**config.mk**
```make
export PLATFORM = sky130hd
export DESIGN_NAME = arb_req_queue
export DESIGN_NICKNAME = d
export VERILOG_FILES = /design/src/rtl/arb_req_queue.sv
export SDC_FILE = /design/constraint.sdc
export NUM_CORES = 1
export LEC_CHECK = 0
export BUFFER_PORTS_ARGS = -buffer_cell sky130_fd_sc_hd__buf_2
export CORE_MARGIN = 1.5
export CORE_UTILIZATION = 50
export CTS_BUF_LIST = sky130_fd_sc_hd__clkbuf_4 sky130_fd_sc_hd__clkbuf_8
export DETAILED_ROUTE_END_ITERATION = 16
export PLACE_DENSITY_LB_ADDON = 0.1
export SLEW_MARGIN = 20
export SYNTH_ARGS = -nofsm -noshare
export SYNTH_HDL_FRONTEND = slang
export SYNTH_SLANG_ARGS = --single-unit
```
**constraint.sdc**
```tcl
create_clock -name clk -period 2.9 [get_ports clk]
set_input_delay 0.145 -clock clk [delete_from_list [all_inputs] [get_ports clk]]
set_output_delay 0.145 -clock clk [all_outputs]
set_load 0.1 [all_outputs]
```
**src/rtl/arb_req_queue.sv**
```systemverilog
// Per-port request FIFOs plus one shared output register for a two-way round-robin arbiter.
// Latency: push -> req next cycle; accepted grant -> out_valid next cycle.
// Backpressure: a full FIFO drops in_ready; a grant arriving while the output slot is busy is dropped.
module arb_req_queue #(
  parameter int DATA_W = 8,
  parameter int DEPTH  = 4
) (
  input  logic                       clk,
  input  logic                       reset,
  input  logic                       in1_valid,
  output logic                       in1_ready,
  input  logic [DATA_W-1:0]          in1_data,
  input  logic                       in2_valid,
  output logic                       in2_ready,
  input  logic [DATA_W-1:0]          in2_data,
  output logic                       req_1,
  output logic                       req_2,
  input  logic                       grant_1,
  input  logic                       grant_2,
  output logic                       out_valid,
  input  logic                       out_ready,
  output logic [DATA_W-1:0]          out_data,
  output logic                       out_src,
  output logic [$clog2(DEPTH+1)-1:0] cnt_1,
  output logic [$clog2(DEPTH+1)-1:0] cnt_2,
  output logic                       grant_err
);
  localparam int CNT_W = $clog2(DEPTH+1);
  localparam logic [CNT_W-1:0] CNT_FULL = CNT_W'(DEPTH);

  logic              push_1, push_2, pop_1, pop_2, slot_free;
  logic [DATA_W-1:0] head_1, head_2;

  assign in1_ready = (cnt_1 != CNT_FULL);
  assign in2_ready = (cnt_2 != CNT_FULL);
  assign push_1    = in1_valid && in1_ready;
  assign push_2    = in2_valid && in2_ready;
  assign req_1     = (cnt_1 != '0);
  assign req_2     = (cnt_2 != '0);
  assign slot_free = !out_valid || out_ready;

  // Grants on an empty FIFO are stale and ignored; port 1 wins a double grant.
  assign pop_1 = grant_1 && req_1 && slot_free;
  assign pop_2 = grant_2 && !grant_1 && req_2 && slot_free;

  arb_req_fifo #(.DATA_W(DATA_W), .DEPTH(DEPTH)) u_fifo_1 (
    .clk    (clk),
    .reset  (reset),
    .push   (push_1),
    .pop    (pop_1),
    .wr_dat (in1_data),
    .rd_dat (head_1),
    .cnt    (cnt_1)
  );

  arb_req_fifo #(.DATA_W(DATA_W), .DEPTH(DEPTH)) u_fifo_2 (
    .clk    (clk),
    .reset  (reset),
    .push   (push_2),
    .pop    (pop_2),
    .wr_dat (in2_data),
    .rd_dat (head_2),
    .cnt    (cnt_2)
  );

  always_ff @(posedge clk) begin
    if (reset) begin
      out_valid <= 1'b0;
      out_data  <= '0;
      out_src   <= 1'b0;
      grant_err <= 1'b0;
    end else begin
      if (pop_1 || pop_2) begin
        out_valid <= 1'b1;
        out_data  <= pop_1 ? head_1 : head_2;
        out_src   <= pop_2;
      end else if (out_ready) begin
        out_valid <= 1'b0;
      end
      if (grant_1 && grant_2) begin
        grant_err <= 1'b1;
      end
    end
  end
endmodule

// Circular-buffer FIFO with occupancy count; head is always visible on rd_dat.
// Latency: a push is visible at the head (when empty) the cycle after the write edge.
// Backpressure: caller must not push when cnt == DEPTH nor pop when cnt == 0.
module arb_req_fifo #(
  parameter int DATA_W = 8,
  parameter int DEPTH  = 4
) (
  input  logic                       clk,
  input  logic                       reset,
  input  logic                       push,
  input  logic                       pop,
  input  logic [DATA_W-1:0]          wr_dat,
  output logic [DATA_W-1:0]          rd_dat,
  output logic [$clog2(DEPTH+1)-1:0] cnt
);
  localparam int PTR_W = $clog2(DEPTH);
  localparam int CNT_W = $clog2(DEPTH+1);
  localparam logic [PTR_W-1:0] PTR_ONE = PTR_W'(1);
  localparam logic [CNT_W-1:0] CNT_ONE = CNT_W'(1);

  logic [DATA_W-1:0] mem [DEPTH];
  logic [PTR_W-1:0]  wr_ptr, rd_ptr;

  assign rd_dat = mem[rd_ptr];

  // DEPTH is a power of two, so pointer overflow is the wrap.
  always_ff @(posedge clk) begin
    if (reset) begin
      wr_ptr <= '0;
      rd_ptr <= '0;
      cnt    <= '0;
    end else begin
      if (push) wr_ptr <= wr_ptr + PTR_ONE;
      if (pop)  rd_ptr <= rd_ptr + PTR_ONE;
      case ({push, pop})
        2'b10:   cnt <= cnt + CNT_ONE;
        2'b01:   cnt <= cnt - CNT_ONE;
        default: cnt <= cnt;
      endcase
    end
  end

  always_ff @(posedge clk) begin
    if (push) mem[wr_ptr] <= wr_dat;
  end
endmodule
```
==> impl_metrics.json, run 1 <==
{
  "fin_cells": 389,
  "floorplan.io_pins": 44,
  "synth_enable_flop_cells": 64,
  "initial_utilization_pct": 51.77,
  "cp_slowest_stage_delay_ps": 380,
  "hold_slack_ps": 17.71,
  "worst_slack_ps": 467.8,
  "detail_route.wl_per_cell_um": 16.48,
  "drt-pass1-iter-count": 4,
  "max-vdd-ir-drop_v": 0.0008517,
  "design_area_um2": 4335,
  "timing.critical_path.arrival_ps": 2710,
  "grt_first_pass_wirelength_mm": 10.21,
  "worst_path_slowest_cell": "sky130_fd_sc_hd__fa_1",
  "design.die.area_um2": 8039,
  "worst_clock_skew_ps": 7.210,
  "postSynth.asyncResetShare_pct": 0,
  "synth_top_cells_by_area": "sky130_fd_sc_hd__edfxtp_1 51%, sky130_fd_sc_hd__dfxtp_1 15%, sky130_fd_sc_hd__mux4_2 9.6%, sky130_fd_sc_hd__nor3_2 3.7%, sky130_fd_sc_hd__ha_1 3.3%",
  "worst_skew_pair.late_latency_ps": 350,
  "crit_path_end_kind": "flip-flop",
  "placementRows": 31,
  "cts_root_buffer": "sky130_fd_sc_hd__clkbuf_8",
  "gate_family_responsible_for_the_most_delay_along_the_worst_path": "simple AND/OR/NAND/NOR gates",
  "worst_margin_slew_ps": 585.6,
  "layout_commonest_cell": "sky130_fd_sc_hd__edfxtp_1",
  "htree_num_levels": 3,
  "num_antenna_cells": 0,
  "timing.critical_path.required_ps": 3170,
  "syn_avg_cell_area_um2": 16.12,
  "setup.worst_path.class": "flip-flop to flip-flop",
  "place.port_buffers": 43,
  "rrSetupSlack_ps": 470,
  "route.detailed.vias_per_inst": 5.180,
  "relSlewSlack_pct": 60.96,
  "final_cell_mix": "64 x sky130_fd_sc_hd__edfxtp_1, 43 x sky130_fd_sc_hd__buf_2, 25 x sky130_fd_sc_hd__dfxtp_1",
  "area_growth_pct": 15.46,
  "chipWidth_um": 89.66,
  "drt_first_iter_violations": 141,
  "critical_path_buf_inv_count": 2,
  "rsz0062_at_grt": "false",
  "grt_max_degree": 28,
  "layout.filler_cells": 589,
  "dp_cells": 365,
  "total_leakage_power_nw": 1.578,
  "sequential_cell_area_fraction_in_the_yosys_report_pct": 66.64,
  "clock_tree.buffer_depth": 2,
  "grt_overflow": 0,
  "whs_endpoint": "u_fifo_2.mem[1][3]$_DFFE_PP_",
  "postSynthNetCount": 268,
  "synth_cell_types": 34,
  "timing.final.crit_share_pct": 83.87,
  "vias": 2015,
  "utilization_pct": 59.77,
  "cts_tree": "built",
  "numClockSinks": 93,
  "post_route_cells_drive_above_1_share_pct": 36.21,
  "groute.usage.overall_pct": 17.86,
  "finalHoldViolations": 0,
  "finalCriticalPeriod_ps": 2432,
  "ff2ff_path_depth": 9,
  "drv_slew": 0,
  "netlist_area_um2": 3755,
  "setup_viols_final": 0,
  "gpl.final_weighted_congestion": 0.7621,
  "dpl.hpwl_mm": 4.424,
  "syn-instance-count": 233,
  "postSynth.topFlopCell": "sky130_fd_sc_hd__edfxtp_1",
  "dp_area_um2": 4036,
  "synth_top_area_share_pct": 51.18,
  "crit_path_cell_trace": "or2b_1, nand4b_4, inv_2, ha_1, inv_1, fa_1, xor2_1, or3_1, a21oi_1",
  "cts.clk_slew.worst_paths_ps": 90,
  "r2r-end": "u_fifo_2.cnt[2]$_SDFFE_PP0P_",
  "path_max_fanout": 12,
  "fp.coreArea_um2": 7253,
  "cts_inserted_buffers": 9,
  "setup.worst_path.start_class": "flip-flop",
  "ant_nets": 0,
  "power_density_nw_per_um2": 1005,
  "hold_path.class": "input port to flip-flop",
  "hold-path-cell-count": 1,
  "placement.setup.worst_slack_ps": 494.6,
  "total_number_of_nets_in_the_final_design": 320,
  "grt_pass1_vias": 1967,
  "die_height_um": 89.66,
  "yosys_warnings": 0,
  "timing.max_cap.violations": 0,
  "hold_start": "in2_data[3]",
  "yosys.area.top_type": "sky130_fd_sc_hd__edfxtp_1",
  "synth_seq_cells": 93,
  "fmaxAchievable_mhz": 411.2,
  "ctsResizeCount": 0,
  "outcome": "complete, no violations",
  "detail_route.drc_violations": 0,
  "regToRegStartpoint": "out_valid$_SDFFE_PP0P_",
  "drt_wl_total_mm": 6.411,
  "grt_antenna_before_repair": 0
}
## cells in the mapped netlist (2+ instances only)
master,instances
sky130_fd_sc_hd__fa_1,2
sky130_fd_sc_hd__clkbuf_1,4
sky130_fd_sc_hd__ha_1,10
sky130_fd_sc_hd__xor2_1,5
sky130_fd_sc_hd__o21ai_0,2
sky130_fd_sc_hd__nand2_1,5
sky130_fd_sc_hd__buf_2,2
sky130_fd_sc_hd__mux4_2,16
sky130_fd_sc_hd__inv_1,11
sky130_fd_sc_hd__xnor2_1,4
sky130_fd_sc_hd__and3_1,8
sky130_fd_sc_hd__inv_2,3
sky130_fd_sc_hd__or3_4,2
sky130_fd_sc_hd__o22ai_1,7
sky130_fd_sc_hd__or3b_4,2
sky130_fd_sc_hd__or3_1,3
sky130_fd_sc_hd__dfxtp_1,29
sky130_fd_sc_hd__a21oi_1,9
sky130_fd_sc_hd__nor2_1,16
sky130_fd_sc_hd__nor3_2,14
sky130_fd_sc_hd__edfxtp_1,64
sky130_fd_sc_hd__buf_6,3
## report_power, final
group	internal, mW	switching (mW)	leakage (nW)
Combinational	0.441	1.22	0.647
Sequential	1.62	0.157	0.827
Clock	0.494	0.431	0.104
Total	2.55	1.81	1.58
## metrics by stage
| step | power, mW | setup TNS [ps] |
|---|---|---|
| 5_1_grt | 4.568 | 0 |
| 6_report | 4.359 | 0 |
| 4_1_cts | 4.403 | 0 |
| 3_3_place_gp | 3.456 | 0 |
| 3_5_place_dp | 3.472 | 0 |
| 2_1_floorplan | 3.203 | -128.0 |
## cell type report
class / count / area, um^2 / share of cell area [%]
Clock buffer: 10 / 131.4 / 3.030
Clock inverter: 6 / 87.58 / 2.020
Inverter: 15 / 58.81 / 1.356
Multi-Input combinational cell: 115 / 1131 / 26.09
Sequential cell: 93 / 2507 / 57.84
Tap cell: 99 / 123.9 / 2.857
Timing Repair Buffer: 51 / 295.3 / 6.811
## worst reg2reg max path, stage by stage (launching register included)
cell,delay (ps)
sky130_fd_sc_hd__dfxtp_1,310
sky130_fd_sc_hd__or2b_1,250
sky130_fd_sc_hd__nand4b_4,240
sky130_fd_sc_hd__inv_2,290
sky130_fd_sc_hd__ha_1,240
sky130_fd_sc_hd__inv_1,60
sky130_fd_sc_hd__fa_1,380
sky130_fd_sc_hd__xor2_1,160
sky130_fd_sc_hd__or3_1,300
sky130_fd_sc_hd__a21oi_1,130
## sequential cells by signal (all words and copies together) (netlist names), named ones only
| name | count |
|---|---|
| u_fifo_2.cnt | 3 |
| u_fifo_1.wr_ptr | 2 |
| u_fifo_2.mem | 32 |
| out_src | 1 |
| u_fifo_1.mem | 32 |
| grant_err | 1 |
| u_fifo_2.rd_ptr | 2 |
| u_fifo_1.rd_ptr | 2 |
| out_valid | 1 |
| u_fifo_1.cnt | 3 |
| out_data | 8 |
| u_fifo_2.wr_ptr | 2 |
## worst max path at each step
stage | cells after the start | to | start | slack (ps)
2_1_floorplan | 9 | u_fifo_1.cnt[2]$_SDFFE_PP0P_ | u_fifo_1.cnt[0]$_SDFFE_PP0P_ | -130
3_3_place_gp | 9 | u_fifo_2.cnt[2]$_SDFFE_PP0P_ | out_valid$_SDFFE_PP0P_ | 550
3_5_place_dp | 9 | u_fifo_2.cnt[2]$_SDFFE_PP0P_ | out_valid$_SDFFE_PP0P_ | 490
4_1_cts | 9 | u_fifo_2.cnt[2]$_SDFFE_PP0P_ | out_valid$_SDFFE_PP0P_ | 460
5_1_grt | 9 | u_fifo_1.cnt[2]$_SDFFE_PP0P_ | out_valid$_SDFFE_PP0P_ | 300
6_report | 9 | u_fifo_2.cnt[2]$_SDFFE_PP0P_ | out_valid$_SDFFE_PP0P_ | 470
## timing repair
item,in CTS,in global routing
buffers inserted,0,0
hold buffers,7,1
hold endpoints to repair,25,4
setup endpoints to repair,0,0
## routing by layer
| layer | up-vias | wire length (um) | part of all wire, % | global-route usage [%] |
|---|---|---|---|---|
| met1 | 995 | 3155 | 49 | 26.17 |
| li1 | 973 | - | - | - |
| met4 | 0 | 71 | 1.1 | 6.713 |
| met5 | - | 0 | 0 | 0 |
| met3 | 5 | 271 | 4.2 | 4.388 |
| met2 | 42 | 2913 | 45 | 25.98 |
## logic make-up (layout without fill, tap and decap cells)
kind of cell / Yosys count / count (layout) / share of synthesized area, %
AO/OA/AOI/OAI: 22 / 22 / 3.499
buffers and inverters: 25 / 82 / 3.232
AND/OR/NAND/NOR: 56 / 56 / 10.53
adder cells (fa/ha/maj): 12 / 12 / 4.399
flip-flops: 93 / 93 / 66.64
multiplexers: 16 / 16 / 9.597
XOR/XNOR: 9 / 9 / 2.099
No activity file was read; power rests on OpenSTA's default activity.
==> inputs of run 2 (changes only) <==
==> constraint.sdc (replaced) <==
create_clock -name clk -period 2.4 [get_ports clk]
set_input_delay 0.12 -clock clk [delete_from_list [all_inputs] [get_ports clk]]
set_output_delay 0.12 -clock clk [all_outputs]
set_load 0.1 [all_outputs]
==> run 2 against run 1 <==
  * Combinational power up 24%
  * Setup slack worse by 250 ps
  * Final area up 3.3%
  * Sequential power up 21%
  * Non-clock buffer count up 11
  * First-iteration DRC count down 49%
==> impl_metrics.json, run 2 (synthesized netlist as in run 1, its figures left out) <==
{
  "outcome": "complete, no violations",
  "htree_num_levels": 3,
  "crit_path_cell_trace": "or3b_4, and2_4, inv_4, ha_4, inv_1, fa_2, xor2_1, or3_1, a21oi_1",
  "rsz0062_at_grt": "false",
  "area_growth_pct": 19.29,
  "grt_first_pass_wirelength_mm": 10.01,
  "timing.critical_path.arrival_ps": 2450,
  "cts.clk_slew.worst_paths_ps": 80,
  "hold_path.class": "input port to flip-flop",
  "finalCriticalPeriod_ps": 2180,
  "final_cell_mix": "64 x sky130_fd_sc_hd__edfxtp_1, 43 x sky130_fd_sc_hd__buf_2, 22 x sky130_fd_sc_hd__dfxtp_1",
  "layout_commonest_cell": "sky130_fd_sc_hd__edfxtp_1",
  "num_antenna_cells": 0,
  "total_number_of_nets_in_the_final_design": 331,
  "chipWidth_um": 89.66,
  "design.die.area_um2": 8039,
  "timing.final.crit_share_pct": 90.82,
  "utilization_pct": 61.76,
  "total_leakage_power_nw": 1.626,
  "route.detailed.vias_per_inst": 5.040,
  "grt_max_degree": 28,
  "setup_viols_final": 0,
  "detail_route.drc_violations": 0,
  "drv_slew": 0,
  "initial_utilization_pct": 51.77,
  "fp.coreArea_um2": 7253,
  "drt-pass1-iter-count": 4,
  "regToRegStartpoint": "u_fifo_1.cnt[0]$_SDFFE_PP0P_",
  "path_max_fanout": 6,
  "grt_overflow": 0,
  "numClockSinks": 93,
  "worst_slack_ps": 220.3,
  "ctsResizeCount": 0,
  "reg.largest.list": "u_fifo_1.mem x32, u_fifo_2.mem x32, out_data x8",
  "rrSetupSlack_ps": 220,
  "drt_wl_total_mm": 6.327,
  "vias": 2016,
  "worst_path_slowest_cell": "sky130_fd_sc_hd__or3b_4",
  "placement.setup.worst_slack_ps": 222.9,
  "cp_slowest_stage_delay_ps": 420,
  "worst_skew_pair.late_latency_ps": 350,
  "relSlewSlack_pct": 60.03,
  "fmaxAchievable_mhz": 458.8,
  "setup.worst_path.start_class": "flip-flop",
  "critical_path_buf_inv_count": 2,
  "setup.worst_path.class": "flip-flop to flip-flop",
  "crit_path_end_kind": "flip-flop",
  "worst_clock_skew_ps": 8.031,
  "die_height_um": 89.66,
  "timing.max_cap.violations": 0,
  "grt_pass1_vias": 1997,
  "hold_slack_ps": 48.73,
  "groute.usage.overall_pct": 17.62,
  "cts_root_buffer": "sky130_fd_sc_hd__clkbuf_8",
  "placementRows": 31,
  "floorplan.io_pins": 44,
  "clock_tree.buffer_depth": 2,
  "place.port_buffers": 43,
  "gate_family_responsible_for_the_most_delay_along_the_worst_path": "simple AND/OR/NAND/NOR gates",
  "finalHoldViolations": 0,
  "drt_first_iter_violations": 72,
  "cts_inserted_buffers": 9,
  "detail_route.wl_per_cell_um": 15.82,
  "max-vdd-ir-drop_v": 0.0008024,
  "hold_start": "grant_2",
  "post_route_cells_drive_above_1_share_pct": 38.87,
  "power_density_nw_per_um2": 1175,
  "crit_start": "u_fifo_1.cnt[0]$_SDFFE_PP0P_",
  "grt_antenna_before_repair": 0,
  "worst_margin_slew_ps": 599.5,
  "postCtsSetupBuffers": 0,
  "timing.critical_path.required_ps": 2670,
  "cts_tree": "built",
  "dpl.hpwl_mm": 4.306,
  "gpl.final_weighted_congestion": 0.7492,
  "ant_nets": 0
}
==> run 2: cell types whose count changed in the layout (fill, tap and decap cells not counted), moves of 3 or more <==
cell / delta
sky130_fd_sc_hd__dfxtp_2: -3
sky130_fd_sc_hd__dlygate4sd3_1: +8
sky130_fd_sc_hd__dfxtp_1: -3
sky130_fd_sc_hd__dfxtp_4: +6
sky130_fd_sc_hd__buf_4: +3
==> run 2: area by class of cell <==
type,count,area [um^2]
clock buffer,11,145.1
clock inverter,5,58.81
fill,559,2774
inverter,15,63.81
multi-input combinational,115,1164
sequential,93,2526
tap,99,123.9
timing repair buffer,62,397.9
==> run 2: timing repair <==
item,CTS,global route
hold endpoints to repair,64,0
hold buffers,16,0
endpoints found under the setup margin,0,0
==> run 2: worst paths after layout <==
check	end	cells past startpoint
worst max-delay path	u_fifo_1.cnt[2]$_SDFFE_PP0P_	9
worst min register to register	grant_err$_SDFFE_PP0P_	2
worst max register to register	u_fifo_1.cnt[2]$_SDFFE_PP0P_	9
worst min-delay path	grant_err$_SDFFE_PP0P_	3
==> run 2: per-layer routing <==
layer	track usage, %	part of all wire (%)	wire, um	up-vias
li1	-	-	-	993
met1	24.60	48	3014	986
met2	26.39	47	2996	25
met3	3.108	2.6	163	12
met4	9.650	2.4	153	0
met5	0	0	0	-
==> run 2: stage by stage <==
stage | area, um^2 | setup TNS [ps] | total power [mW] | cells
6_report | 4479 | 0 | 5.262 | 400
5_1_grt | 4479 | 0 | 5.534 | 400
4_1_cts | 4479 | 0 | 5.317 | 400
3_5_place_dp | 4115 | 0 | 4.247 | 368
3_3_place_gp | 4115 | 0 | 4.237 | 368
2_1_floorplan | 3816 | -209.4 | 3.919 | 233
==> run 2: where the power goes <==
group	leakage [nW]	internal [mW]	switching, mW
combinational	0.697	0.582	1.48
clock	0.0994	0.523	0.526
sequential	0.830	1.97	0.182
==> run 2: worst min-delay path, stage by stage <==
cell,delay [ps]
sky130_fd_sc_hd__buf_2,110
sky130_fd_sc_hd__a21oi_1,60
sky130_fd_sc_hd__nor2_1,70
==> inputs of run 3 (changes only) <==
--- a/config.mk
+++ b/config.mk
@@ -11,6 +11,7 @@
 export CTS_BUF_LIST = sky130_fd_sc_hd__clkbuf_4 sky130_fd_sc_hd__clkbuf_8
 export DETAILED_ROUTE_END_ITERATION = 16
 export PLACE_DENSITY_LB_ADDON = 0.1
+export REMOVE_ABC_BUFFERS = 1
 export SLEW_MARGIN = 20
 export SYNTH_ARGS = -nofsm -noshare
 export SYNTH_HDL_FRONTEND = slang
==> constraint.sdc (replaced) <==
create_clock -name clk -period 1.9 [get_ports clk]
set_input_delay 0.095 -clock clk [delete_from_list [all_inputs] [get_ports clk]]
set_output_delay 0.095 -clock clk [all_outputs]
set_load 0.1 [all_outputs]
==> run 3 against run 2 <==
  * The flow now finishes with violations (negative setup slack)
  * Die area did not move
  * Fmax up 4.6%
  * Critical path type unchanged
  * Worst hold slack worse by 16 ps
  * Sequential cell count is the same
==> impl_metrics.json, run 3 (synthesized netlist as in run 1, its figures left out) <==
{
  "grt_overflow": 0,
  "cp_slowest_stage_delay_ps": 390,
  "dpl.hpwl_mm": 4.461,
  "setup.worst_path.start_class": "flip-flop",
  "placementRows": 31,
  "dp_cells": 387,
  "timing.max_cap.violations": 0,
  "detail_route.wl_per_cell_um": 15.72,
  "worst_margin_slew_ps": 608.2,
  "gpl.final_weighted_congestion": 0.7257,
  "p_total_mw": 6.954,
  "worst_skew_pair.late_latency_ps": 340,
  "place.port_buffers": 43,
  "finalCriticalPeriod_ps": 2085,
  "htree_num_levels": 3,
  "reg.largest.list": "u_fifo_1.mem x32, u_fifo_2.mem x32, out_data x8",
  "ant_nets": 0,
  "cts_tree": "built",
  "worst_path_slowest_cell": "sky130_fd_sc_hd__or3b_4",
  "post_route_cells_drive_above_1_share_pct": 43.38,
  "placement.setup.worst_slack_ps": -300.9,
  "worst_clock_skew_ps": 9.207,
  "utilization_pct": 64.55,
  "die_height_um": 89.66,
  "multi_input_comb_area_um2": 1177,
  "cts.clk_slew.worst_paths_ps": 80,
  "vias": 2109,
  "internal_power_mw": 4.150,
  "grt_first_pass_wirelength_mm": 10.42,
  "grt_pass1_vias": 2104,
  "grt_max_degree": 28,
  "timing.final.crit_share_pct": 109.7,
  "drt_wl_total_mm": 6.667,
  "final_cell_mix": "64 x sky130_fd_sc_hd__edfxtp_1, 43 x sky130_fd_sc_hd__buf_2, 26 x sky130_fd_sc_hd__dfxtp_1",
  "combinationalPowerShare_pct": 42.2,
  "design.die.area_um2": 8039,
  "register_area_um2": 2506,
  "setup.worst_path.class": "flip-flop to flip-flop",
  "detail_route.drc_violations": 0,
  "numClockSinks": 93,
  "power_density_nw_per_um2": 1485,
  "fin_cells": 424,
  "initial_utilization_pct": 51.77,
  "layout_commonest_cell": "sky130_fd_sc_hd__edfxtp_1",
  "total_leakage_power_nw": 1.757,
  "area_growth_pct": 24.69,
  "fmaxAchievable_mhz": 479.7,
  "cts_root_buffer": "sky130_fd_sc_hd__clkbuf_8",
  "pwr-share-seq_pct": 37.5,
  "clock_tree.buffer_depth": 2,
  "cts_inserted_buffers": 9,
  "power.clock.fraction_pct": 20.3,
  "setup_viols_final": 4,
  "power.share.switching_pct": 40.33,
  "route.detailed.vias_per_inst": 4.974,
  "crit_path_cell_trace": "or3b_4, and2_4, inv_4, ha_4, inv_2, fa_2, xor2_1, or3_1, a21oi_2",
  "grt_antenna_before_repair": 0,
  "fp.coreArea_um2": 7253,
  "groute.usage.overall_pct": 17.93,
  "outcome": "finished with violations",
  "drt_first_iter_violations": 73,
  "layout.filler_cells": 564,
  "relSlewSlack_pct": 59.45,
  "worst_slack_ps": -184.8,
  "hold_path.class": "input port to flip-flop",
  "rsz0062_at_grt": "true",
  "hold_slack_ps": 33.00,
  "timing.critical_path.required_ps": 2180,
  "rrSetupSlack_ps": -180,
  "drv_slew": 0,
  "crit_path_end_kind": "flip-flop",
  "power.switching_mw": 2.804,
  "path_max_fanout": 2,
  "drt-pass1-iter-count": 4,
  "violations": "negative setup slack",
  "total_number_of_nets_in_the_final_design": 355,
  "num_antenna_cells": 0,
  "floorplan.io_pins": 44,
  "timing.critical_path.arrival_ps": 2360,
  "max-vdd-ir-drop_v": 0.0008164,
  "finalHoldViolations": 0,
  "chipWidth_um": 89.66
}
==> run 3: changes by cell type in the layout (fill, tap and decap cells not counted), sizes merged <==
cell | before | now
bufinv | 1 | 2
clkinvlp | 2 | 1
clkinv | 1 | 2
inv | 16 | 15
buf | 46 | 70
==> run 3: power by group through the flow <==
stage          combinational (mW)  clock, mW  sequential, mW
3_3_place_gp                 2.81          0            2.65
2_1_floorplan                1.21          0            3.61
6_report                     2.93       1.41            2.61
5_1_grt                      3.14       1.54            2.64
3_5_place_dp                 2.83          0            2.65
4_1_cts                      2.95       1.45            2.61
==> run 3: repair_timing <==
item,in CTS,in global routing
hold endpoints to repair,64,0
buffers inserted,4,2
setup endpoints to repair,4,4
gates resized for setup,17,1
pin swaps,9,2
hold buffers,16,0
==> run 3: critical path, delay by kind of cell, from the launching register on <==
family,cells,cell delay (ps)
buffers and inverters,2,90
adder cells (fa/ha/maj),2,450
AND/OR/NAND/NOR,3,880
flip-flops,1,330
XOR/XNOR,1,150
AO/OA/AOI/OAI,1,120
==> run 3: metal layers <==
metal / vias to the layer above / part of all wire (%) / track usage (%)
met5: - / 0 / 0
met4: 0 / 1.6 / 7.133
met3: 10 / 2.4 / 3.108
met2: 30 / 48 / 28.43
met1: 1030 / 48 / 24.79
li1: 1039 / - / -
==> run 3: final timing paths <==
kind,startpoint,end,cells past startpoint
max,u_fifo_1.cnt[0]$_SDFFE_PP0P_,u_fifo_1.cnt[2]$_SDFFE_PP0P_,9
max reg2reg,u_fifo_1.cnt[0]$_SDFFE_PP0P_,u_fifo_1.cnt[2]$_SDFFE_PP0P_,9
min,grant_2,grant_err$_SDFFE_PP0P_,3
min reg2reg,grant_err$_SDFFE_PP0P_,grant_err$_SDFFE_PP0P_,2
==> run 3: cell type report <==
cell class / instances / area share, %
inverters: 15 / 1.363
well taps: 99 / 2.646
multi-input cells: 115 / 25.15
repair buffers: 86 / 12.69
clock buffers: 11 / 2.966
flip-flops and latches: 93 / 53.53
clock inverters: 5 / 1.657
==> run 3: stage by stage <==
stage          setup TNS [ps]  area [um^2]
2_1_floorplan          -31820         3692
3_3_place_gp           -537.7         4209
3_5_place_dp           -686.6         4209
4_1_cts                -409.8         4663
5_1_grt                -792.3         4682
6_report               -442.9         4682
